### src/rtl/apb_rr_arbiter.sv
// Two-requester round-robin arbiter in front of a single APB master port.
// Optional ACCESS watchdog is built only when APB_ARB_TIMEOUT_EN is defined.
module apb_rr_arbiter #(
    parameter int ADDR_WIDTH     = 32,
    parameter int DATA_WIDTH     = 32,
    parameter int TIMEOUT_CYCLES = 16
) (
    input  logic                    clk,
    input  logic                    rst,
    // Handshake: req[i] rises and stays high with stable attributes until the
    // cycle where done[i] pulses; that pulse is the only acknowledgement.
    input  logic [1:0]              req,
    input  logic                    wr0,
    input  logic                    wr1,
    input  logic [ADDR_WIDTH-1:0]   addr0,
    input  logic [ADDR_WIDTH-1:0]   addr1,
    input  logic [DATA_WIDTH-1:0]   wdata0,
    input  logic [DATA_WIDTH-1:0]   wdata1,
    input  logic [DATA_WIDTH/8-1:0] strb0,
    input  logic [DATA_WIDTH/8-1:0] strb1,
    output logic [1:0]              done,
    output logic [DATA_WIDTH-1:0]   rdata,
    output logic                    err,
    output logic                    psel,
    output logic                    penable,
    output logic                    pwrite,
    output logic [ADDR_WIDTH-1:0]   paddr,
    output logic [DATA_WIDTH-1:0]   pwdata,
    output logic [DATA_WIDTH/8-1:0] pstrb,
    output logic                    ptrnsfr,
    input  logic                    pready,
    input  logic [DATA_WIDTH-1:0]   prdata,
    input  logic                    pslverr,
    output logic [1:0]              dbg_state
);

    localparam int STRB_WIDTH = DATA_WIDTH / 8;

    typedef enum logic [1:0] {
        IDLE   = 2'd0,
        SETUP  = 2'd1,
        ACCESS = 2'd2
    } state_e;

    if (TIMEOUT_CYCLES < 1) begin : g_bad_timeout
        $error("TIMEOUT_CYCLES must be at least 1");
    end

    state_e                 state_q, state_d;
    logic                   owner_q, owner_d;
    logic                   last_q, last_d;
    logic                   wr_q, wr_d;
    logic [ADDR_WIDTH-1:0]  addr_q, addr_d;
    logic [DATA_WIDTH-1:0]  wdata_q, wdata_d;
    logic [STRB_WIDTH-1:0]  strb_q, strb_d;

    logic in_access;
    logic other_req;
    logic timeout_hit;
    logic complete;
    logic grant;
    logic winner;

    assign in_access = (state_q == ACCESS);
    assign other_req = owner_q ? req[0] : req[1];

`ifdef APB_ARB_TIMEOUT_EN
    localparam int CNT_W = $clog2(TIMEOUT_CYCLES + 1);

    logic [CNT_W-1:0] cnt_q, cnt_d;

    // ACCESS is only ever entered from SETUP, so clearing there is "clear on entry".
    always_comb begin
        cnt_d = cnt_q;
        if (state_q == SETUP) begin
            cnt_d = '0;
        end else if (in_access && !pready) begin
            cnt_d = cnt_q + CNT_W'(1);
        end
    end

    assign timeout_hit = in_access && !pready && (cnt_q == CNT_W'(TIMEOUT_CYCLES - 1));

    always_ff @(posedge clk) begin
        if (rst) begin
            cnt_q <= '0;
        end else begin
            cnt_q <= cnt_d;
        end
    end
`else
    assign timeout_hit = 1'b0;
`endif

    assign complete = in_access && (pready || timeout_hit);

    always_comb begin
        state_d = state_q;
        owner_d = owner_q;
        last_d  = last_q;
        wr_d    = wr_q;
        addr_d  = addr_q;
        wdata_d = wdata_q;
        strb_d  = strb_q;
        grant   = 1'b0;
        winner  = 1'b0;

        case (state_q)
            IDLE: begin
                if (req != 2'b00) begin
                    grant   = 1'b1;
                    winner  = (req == 2'b11) ? ~last_q : req[1];
                    state_d = SETUP;
                end
            end
            SETUP: begin
                state_d = ACCESS;
            end
            ACCESS: begin
                // The owner is excluded here, so only the other requester can win.
                if (complete) begin
                    if (other_req) begin
                        grant   = 1'b1;
                        winner  = ~owner_q;
                        state_d = SETUP;
                    end else begin
                        state_d = IDLE;
                    end
                end
            end
            default: begin
                state_d = IDLE;
            end
        endcase

        if (grant) begin
            owner_d = winner;
            last_d  = winner;
            wr_d    = winner ? wr1    : wr0;
            addr_d  = winner ? addr1  : addr0;
            wdata_d = winner ? wdata1 : wdata0;
            strb_d  = winner ? strb1  : strb0;
        end
    end

    always_ff @(posedge clk) begin
        if (rst) begin
            state_q <= IDLE;
            owner_q <= 1'b0;
            last_q  <= 1'b1;
            wr_q    <= 1'b0;
            addr_q  <= '0;
            wdata_q <= '0;
            strb_q  <= '0;
        end else begin
            state_q <= state_d;
            owner_q <= owner_d;
            last_q  <= last_d;
            wr_q    <= wr_d;
            addr_q  <= addr_d;
            wdata_q <= wdata_d;
            strb_q  <= strb_d;
        end
    end

    // Attribute registers keep their last values in IDLE, so the bus is gated by psel.
    always_comb begin
        psel    = (state_q != IDLE);
        penable = in_access;
        pwrite  = psel ? wr_q    : 1'b0;
        paddr   = psel ? addr_q  : '0;
        pwdata  = psel ? wdata_q : '0;
        pstrb   = psel ? strb_q  : '0;
        ptrnsfr = complete && other_req;
        done    = 2'b00;
        rdata   = '0;
        err     = 1'b0;
        if (complete) begin
            done  = owner_q ? 2'b10 : 2'b01;
            rdata = timeout_hit ? '0 : prdata;
            err   = timeout_hit || pslverr;
        end
    end

    assign dbg_state = state_q;

endmodule

### config.mk
export PLATFORM = sky130hd
export DESIGN_NAME = apb_rr_arbiter
export DESIGN_NICKNAME = d
export VERILOG_FILES = /design/src/rtl/apb_rr_arbiter.sv
export SDC_FILE = /design/constraint.sdc
export NUM_CORES = 1
export LEC_CHECK = 0
export BUFFER_PORTS_ARGS = -buffer_cell sky130_fd_sc_hd__clkbuf_2
export CELL_PAD_IN_SITES_DETAIL_PLACEMENT = 1
export CELL_PAD_IN_SITES_GLOBAL_PLACEMENT = 1
export CORE_ASPECT_RATIO = 1.2
export CORE_MARGIN = 3
export CORE_UTILIZATION = 27
export CTS_CLUSTER_SIZE = 10
export DETAILED_ROUTE_END_ITERATION = 12
export GPL_TIMING_DRIVEN = 0
export HOLD_SLACK_MARGIN = 0.12
export PLACE_DENSITY_LB_ADDON = 0.1
export SLEW_MARGIN = 20
export SYNTH_ARGS = -nofsm -noshare
export SYNTH_HDL_FRONTEND = slang
export SYNTH_SLANG_ARGS = --single-unit
export TNS_END_PERCENT = 30
### constraint.sdc
create_clock -name clk -period 2.25 [get_ports clk]
set_clock_uncertainty 0.15 [all_clocks]
set_input_delay 0.225 -clock clk [delete_from_list [all_inputs] [get_ports clk]]
set_output_delay 0.225 -clock clk [all_outputs]
set_load 0.02 [all_outputs]
Word-level counts from Yosys, hierarchy flattened:

Cells that the tools add are included.

* equality and inequality tests: 5
* muxes and demuxes: 26
* bitwise logic cells: 2
* reduce and logical (&&, ||, !) cells: 6

Operator list (number)
* $mux W32: 5
* $mux W1: 12
* $mux W2: 4
* $mux W4: 2
* $pmux W2 S3: 1
* $eq A2 B2 Y1 const B: 2
* $pmux W1 S2: 2
* $reduce_bool A2 Y1: 2
* $eq A2 B1 Y1 const B: 1
* $logic_and A1 B1 Y1: 2
* $logic_not A2 Y1: 1
* $ne A2 B1 Y1 const B: 1
* $ne A2 B2 Y1 const B: 1
* $not A1 Y1: 2
* $reduce_and A2 Y1: 1

* register bits after elaboration: 73
* input bits: 176
* output and inout bits: 109
* logic and storage cells: 46

Longest topological paths before layout:

Gate-level depths: netlist (run 1).

* depth after elaboration: 5
* depth in mapped cells: 7
* mapped depth without buffers: 4

Worst setup path after synthesis (run 1):

OpenSTA, ideal clock, no wires.

* path kind: register to output
* from: register state_q[1], in the netlist dbg_state[1]
* to: output ptrnsfr
* data arrival time: 1.681 ns
* required time: 1.875 ns
* setup slack: 0.194 ns
* cell stages (with the launch flop): 5
* buffers on the path: 2
* path through: dfxtp_1 -> buf_2 -> nor2b_1 -> clkbuf_1 -> and3b_1

* word-level cells in the longest chain between the ends: 3

Ends and longest elaborated chain
* start: declaration: RTL line 49 `state_e state_q, state_d;`
* start signal: assignment: RTL line 156 `state_q <= state_d;`
* $eq A2 B2 Y1: RTL line 64 `assign in_access = (state_q == ACCESS);`
* net penable: RTL line 25 `output logic penable,`
* $logic_and A1 B1 Y1: RTL line 95 `assign complete = in_access && (pready || timeout_hit);`
* $logic_and A1 B1 Y1: RTL line 174 `ptrnsfr = complete && other_req;`
* end: declaration: RTL line 30 `output logic ptrnsfr,`

The timed path passes the listed nets, and every way through them passes these cells.

Worst setup path after layout (run 1):

* from: register state_q[1], in the netlist dbg_state[1]
* to: output rdata[5]

* word-level cells in the longest chain between the ends: 3

Ends and longest elaborated chain
* $eq A2 B2 Y1: RTL line 64
* $logic_and A1 B1 Y1: RTL line 95
* $mux W32: RTL line 178 `if (complete) begin`
* end: declaration: RTL line 22 `output logic [DATA_WIDTH-1:0] rdata,`

Every way passes these cells.

==> qor.csv, run 1 <==
metric;value;unit
critPathCaptureType;output port;
ys_ff_latch;73;
cts_tree;built;
dieWidth;115.3;um
clk_pin_slew;60;ps
grt_antenna_before_repair;2;
syn_avg_cell_area;8.142;sq um
slowest_stage;dfxtp_1;
clk_latency;320;ps
seq_area_frac_synth;37.79;%
final-setup-viol-count;0;
syn-num-nets;651;
hp-class;in -> reg;
holdWs;135.9;ps
period_minus_slack;2130;ps
grt_pass1_wl;29.21;mm
synth_area;3867;sq um
fp.dieArea;15800;sq um
path_class;reg -> out;
ios;285;
drc;0;
drv_slew;0;
maxCapViolCount;0;
worst_pin_slew;783.9;ps
grt_max_degree;13;
crit_path_max_fanout;10;
clk_path_buf_depth;2;
arrival;1760;ps
drive_gt1_share;38.95;%
area_delta_synth_final;87.16;%
via_per_inst;4.841;
fmax;469.4;MHz
drt_iter0_markers;199;
power_density;662.5;nW/um^2
h-tree-depth;3;
grt_pass1_vias;5866;
avgRoutedWirePerCell;17.40;um
core_area;13940;sq um
leakagePower;3.637;nW
hpwl;12.59;mm
drtPass1Iterations;4;
finalHoldViolCount;0;
fin_cells;1087;
grt_use_total;23.14;%
peakVddDrop;0.3027;mV
start_util;27.75;%
slew_headroom;47.74;%
numCtsBuffers;9;
min_period_over_period;94.68;%
r2r_slack;130;ps
cp_cell_sequence;clkbuf_4 > nor2b_4 > clkbuf_1 > and3_1 > clkbuf_2;
ys_types;26;
finalNetCount;1085;
start_kind;flip-flop;
ys_warn_count;0;
gp_congestion;0.7658;
io_buffer_count;283;
std_cell_rows;47;
grt_overflow;0;
max_stage_delay;330;ps
cts-root-buf;clkbuf_16;
status;finished clean;
placedCellCount;929;
syn_inst;475;
antenna_left;0;
required;1880;ps
vias;5262;
wl;18.92;mm
die_y;137.1;um
clock-sinks;73;
rsz0062_at_grt;yes;
==> critical path: cells and delay by family (launching register included) <==
kind	cells	cell delay, ps
buffers and inverters	3	670
flip-flops	1	330
AND/OR/NAND/NOR	2	430
==> sequential cells by signal, summed over array words and instances, names as in the netlist <==
name / flops
wr_q: 1
owner_q: 1
last_q: 1
wdata_q: 32
dbg_state: 2
strb_q: 4
addr_q: 32
==> what timing repair did <==
action                                 4_1_cts  5_1_grt
gates cloned                                 0        1
setup endpoints to repair                  100       66
hold buffers                               136        0
gates resized for setup                      8       12
endpoints found under the hold margin       69        0
setup buffers                                3        0
pin swaps                                    1        0
==> layout make-up <==
class	count	area [sq um]
Fill cell	1767	6699
Timing Repair Buffer	422	2800
Multi-Input combinational cell	310	2032
Sequential cell	73	1461
Buffer	47	240.2
Clock buffer	11	232.7
Tap cell	171	214.0
Inverter	46	172.7
Clock inverter	5	80.08
Antenna cell	2	5.005
==> worst paths after layout <==
| kind | startpoint | end | cells past startpoint |
|---|---|---|---|
| setup / recovery | dbg_state[1] | rdata[5] | 5 |
| hold / removal | addr1[16] | addr_q[16] | 3 |
| setup reg to reg | dbg_state[0] | wdata_q[21] | 6 |
| hold reg to reg | last_q | last_q | 1 |
==> metrics by stage <==
step                      utilization (%)  setup TNS, ps  total power [mW]  worst slack, ps  area, sq um
final                               51.93              0             4.795            119.6         7238
after global routing                51.93        -0.7214             5.062          -0.7214         7238
after CTS                           51.76              0             4.809            7.837         7214
after detailed placement            39.45         -11960             3.052           -410.2         5498
after global placement              39.45          -9347             3.016           -372.8         5498
after floorplan                         -              0             2.505            194.0         3867
==> layout by cell type, fill, tap and decap left out, types with 14 or more instances in the layout <==
master and instances:
a211oi_2 19, a21oi_1 70, and2_1 24, and3_1 34, buf_2 15, clkbuf_1 14
clkbuf_2 289, dfxtp_1 73, dlygate4sd3_1 136, inv_1 46, nand2_1 24, nor2_1 74
o221a_1 45
==> kinds of logic after synthesis <==
group | share of synthesized area, %
flip-flops | 37.79
AND/OR/NAND/NOR | 20.12
multiplexers | 0.5177
AO/OA/AOI/OAI | 31.28
buffers and inverters | 10.29
==> cells in the mapped netlist <==
library cell	n	area [sq um]
clkbuf_1	20	75.07
buf_4	6	45.04
and2_1	24	150.1
buf_2	15	75.07
o21a_1	1	7.510
a21oi_1	70	350.3
nand2_2	1	6.260
a211oi_2	19	237.7
nand2_1	24	90.09
a211o_1	1	8.760
o32ai_4	1	27.53
o21ai_4	1	16.27
and3b_1	1	8.760
dfxtp_1	73	1461
nand2b_1	1	6.260
buf_1	5	18.77
nor2_1	75	281.5
o32a_1	1	10.01
a211oi_1	6	45.04
mux2i_1	2	20.02
buf_6	1	11.26
and4bb_4	1	16.27
nor2b_1	1	6.260
o221a_1	45	506.7
inv_1	46	172.7
and3_1	34	212.7
==> routing by layer <==
layer  global-route usage, %  part of all wire (%)
met1                   24.36                    38
met2                   44.31                    54
met3                   4.998                   5.0
met4                   8.545                   2.8
met5                       0                     0
==> report_power, final <==
group / internal, mW / switching [mW] / leakage (nW) / total, mW
Sequential: 1.49 / 0.0637 / 0.607 / 1.55
Combinational: 0.736 / 0.980 / 2.88 / 1.72
Clock: 0.970 / 0.560 / 0.146 / 1.53
Power figures use the tool's default switching activity.
==> inputs of run 2 (changes only) <==
- CAP_MARGIN: unset -> 20
- CORE_MARGIN: 3 -> 8
- CTS_CLUSTER_DIAMETER: unset -> 100
==> qor.csv, run 2 (same netlist as run 1, synthesis figures left out) <==
metric;value;unit
period_minus_slack;2115;ps
cp_cell_sequence;clkbuf_4 > nor2_4 > inv_2 > clkbuf_2 > and2_1 > clkbuf_2;
rr_startpoint;dbg_state[0];
finalNetCount;1085;
fp.dieArea;18430;sq um
grt_use_total;21.65;%
std_cell_rows;48;
drive_gt1_share;39.17;%
via_per_inst;4.742;
p_sw_share;34.42;%
core_area;14170;sq um
clk_pin_slew;60;ps
holdWs;127.7;ps
worst_pin_slew;789.8;ps
start_kind;flip-flop;
grt_max_degree;13;
p_seq_share;33.0;%
clock_power_share;30.3;%
rsz0062_at_grt;no;
die_y;147.1;um
peakVddDrop;0.2941;mV
max_stage_delay;310;ps
power;4.695;mW
wl;20.30;mm
wl_met1;7.889;mm
vias;5178;
leakagePower;3.635;nW
clk_path_buf_depth;2;
numCtsBuffers;9;
largestRegisters;addr_q x32, wdata_q x32, strb_q x4;
worstSetupStartpoint;dbg_state[1];
required;1880;ps
power_density;649.7;nW/um^2
drtPass1Iterations;4;
clk_latency;330;ps
slew_headroom;47.34;%
min_period_over_period;93.98;%
cts-root-buf;clkbuf_16;
antenna_left;0;
drv_slew;0;
maxCapViolCount;0;
critPathCaptureType;output port;
top_layer_used;met4;
seq_area;1461;sq um
ios;285;
num-fill-cells;1749;
avgRoutedWirePerCell;18.59;um
slowest_stage;dfxtp_1;
path_class;reg -> out;
fmax;472.9;MHz
arrival;1740;ps
final-setup-viol-count;0;
area_delta_synth_final;86.83;%
status;finished clean;
clock-sinks;73;
finalHoldViolCount;0;
intPower;3.079;mW
route.met3.wl;1.312;mm
gp_congestion;0.7718;
layout.cells.most_common;clkbuf_2;
grt_antenna_before_repair;2;
start_util;27.29;%
dieWidth;125.3;um
grt_overflow;0;
grt_pass1_vias;5962;
comb_power_share;36.7;%
io_buffer_count;283;
h-tree-depth;3;
drt_iter0_markers;140;
layout_common_cells;292 x clkbuf_2, 137 x dlygate4sd3_1, 74 x nor2_1;
multiInputGateArea;2027;sq um
finalSetupTns;0;ps
hp-class;in -> reg;
drc;0;
grt_pass1_wl;32.17;mm
cts_tree;built;
crit_top_cell;clkbuf_2;
crit_path_max_fanout;10;
hpwl;14.35;mm
worstHoldStart;addr1[14];
switchingPower;1.616;mW
met2_length;10.59;mm
[run 2: cell types whose count changed in the layout (fill, tap and decap cells not counted), sizes merged]
cell / before / now
buf: 30 / 29
bufinv: 2 / 1
clkbuf: 314 / 315
clkinv: 1 / 3
clkinvlp: 2 / 1
diode: 2 / 3
dlygate4sd3: 136 / 137
nor2b: 2 / 1
[run 2: path summary, 6_finish.rpt]
check             slack (ps)  depth (start not counted)          to
setup / recovery         140                          6  pwdata[30]
hold / removal           130                          3  addr_q[14]
setup reg to reg         180                          6   strb_q[2]
hold reg to reg          350                          2   addr_q[2]
[run 2: power groups by stage]
stage	Sequential, mW	Combinational [mW]	Clock [mW]
2_1_floorplan	1.56	0.943	0
3_5_place_dp	1.58	1.49	0
4_1_cts	1.55	1.71	1.46
5_1_grt	1.57	1.87	1.52
3_3_place_gp	1.57	1.46	0
6_report	1.55	1.72	1.42
[run 2: repair_timing]
action | CTS | global route
setup endpoints to repair | 95 | 50
hold buffers | 137 | 0
buffers inserted | 3 | 0
pin swaps | 1 | 0
hold endpoints to repair | 69 | 0
gates resized for setup | 9 | 11
[run 2: layout make-up]
type | count | area share [%]
Buffer | 47 | 3.307
Clock inverter | 5 | 0.7792
Clock buffer | 11 | 3.221
Antenna cell | 3 | 0.1039
Timing Repair Buffer | 423 | 38.89
Sequential cell | 73 | 20.23
Multi-Input combinational cell | 309 | 28.05
Tap cell | 175 | 3.030
Inverter | 46 | 2.390
[run 2: routing by layer]
layer	GRT usage, %	up-vias
met5	0	-
met4	7.932	0
met3	6.490	32
met2	40.52	194
met1	22.25	2430
li1	-	2522
[run 2: per-stage QoR]
step | std cells | cell area (sq um) | utilization [%] | setup WS, ps
CTS | 1089 | 7207 | 50.85 | 1.924
global placement | 933 | 5503 | 38.82 | -293.9
detailed placement | 933 | 5503 | 38.82 | -381.0
global route | 1091 | 7223 | 50.96 | 18.53
floorplan | 475 | 3867 | - | 194.0
finish | 1092 | 7226 | 50.98 | 135.4
[run 2: worst max-delay path: cells and delay by family, from the launching register on]
kind                   cells  cell delay, ps
buffers and inverters      4             660
AND/OR/NAND/NOR            2             430
flip-flops                 1             310
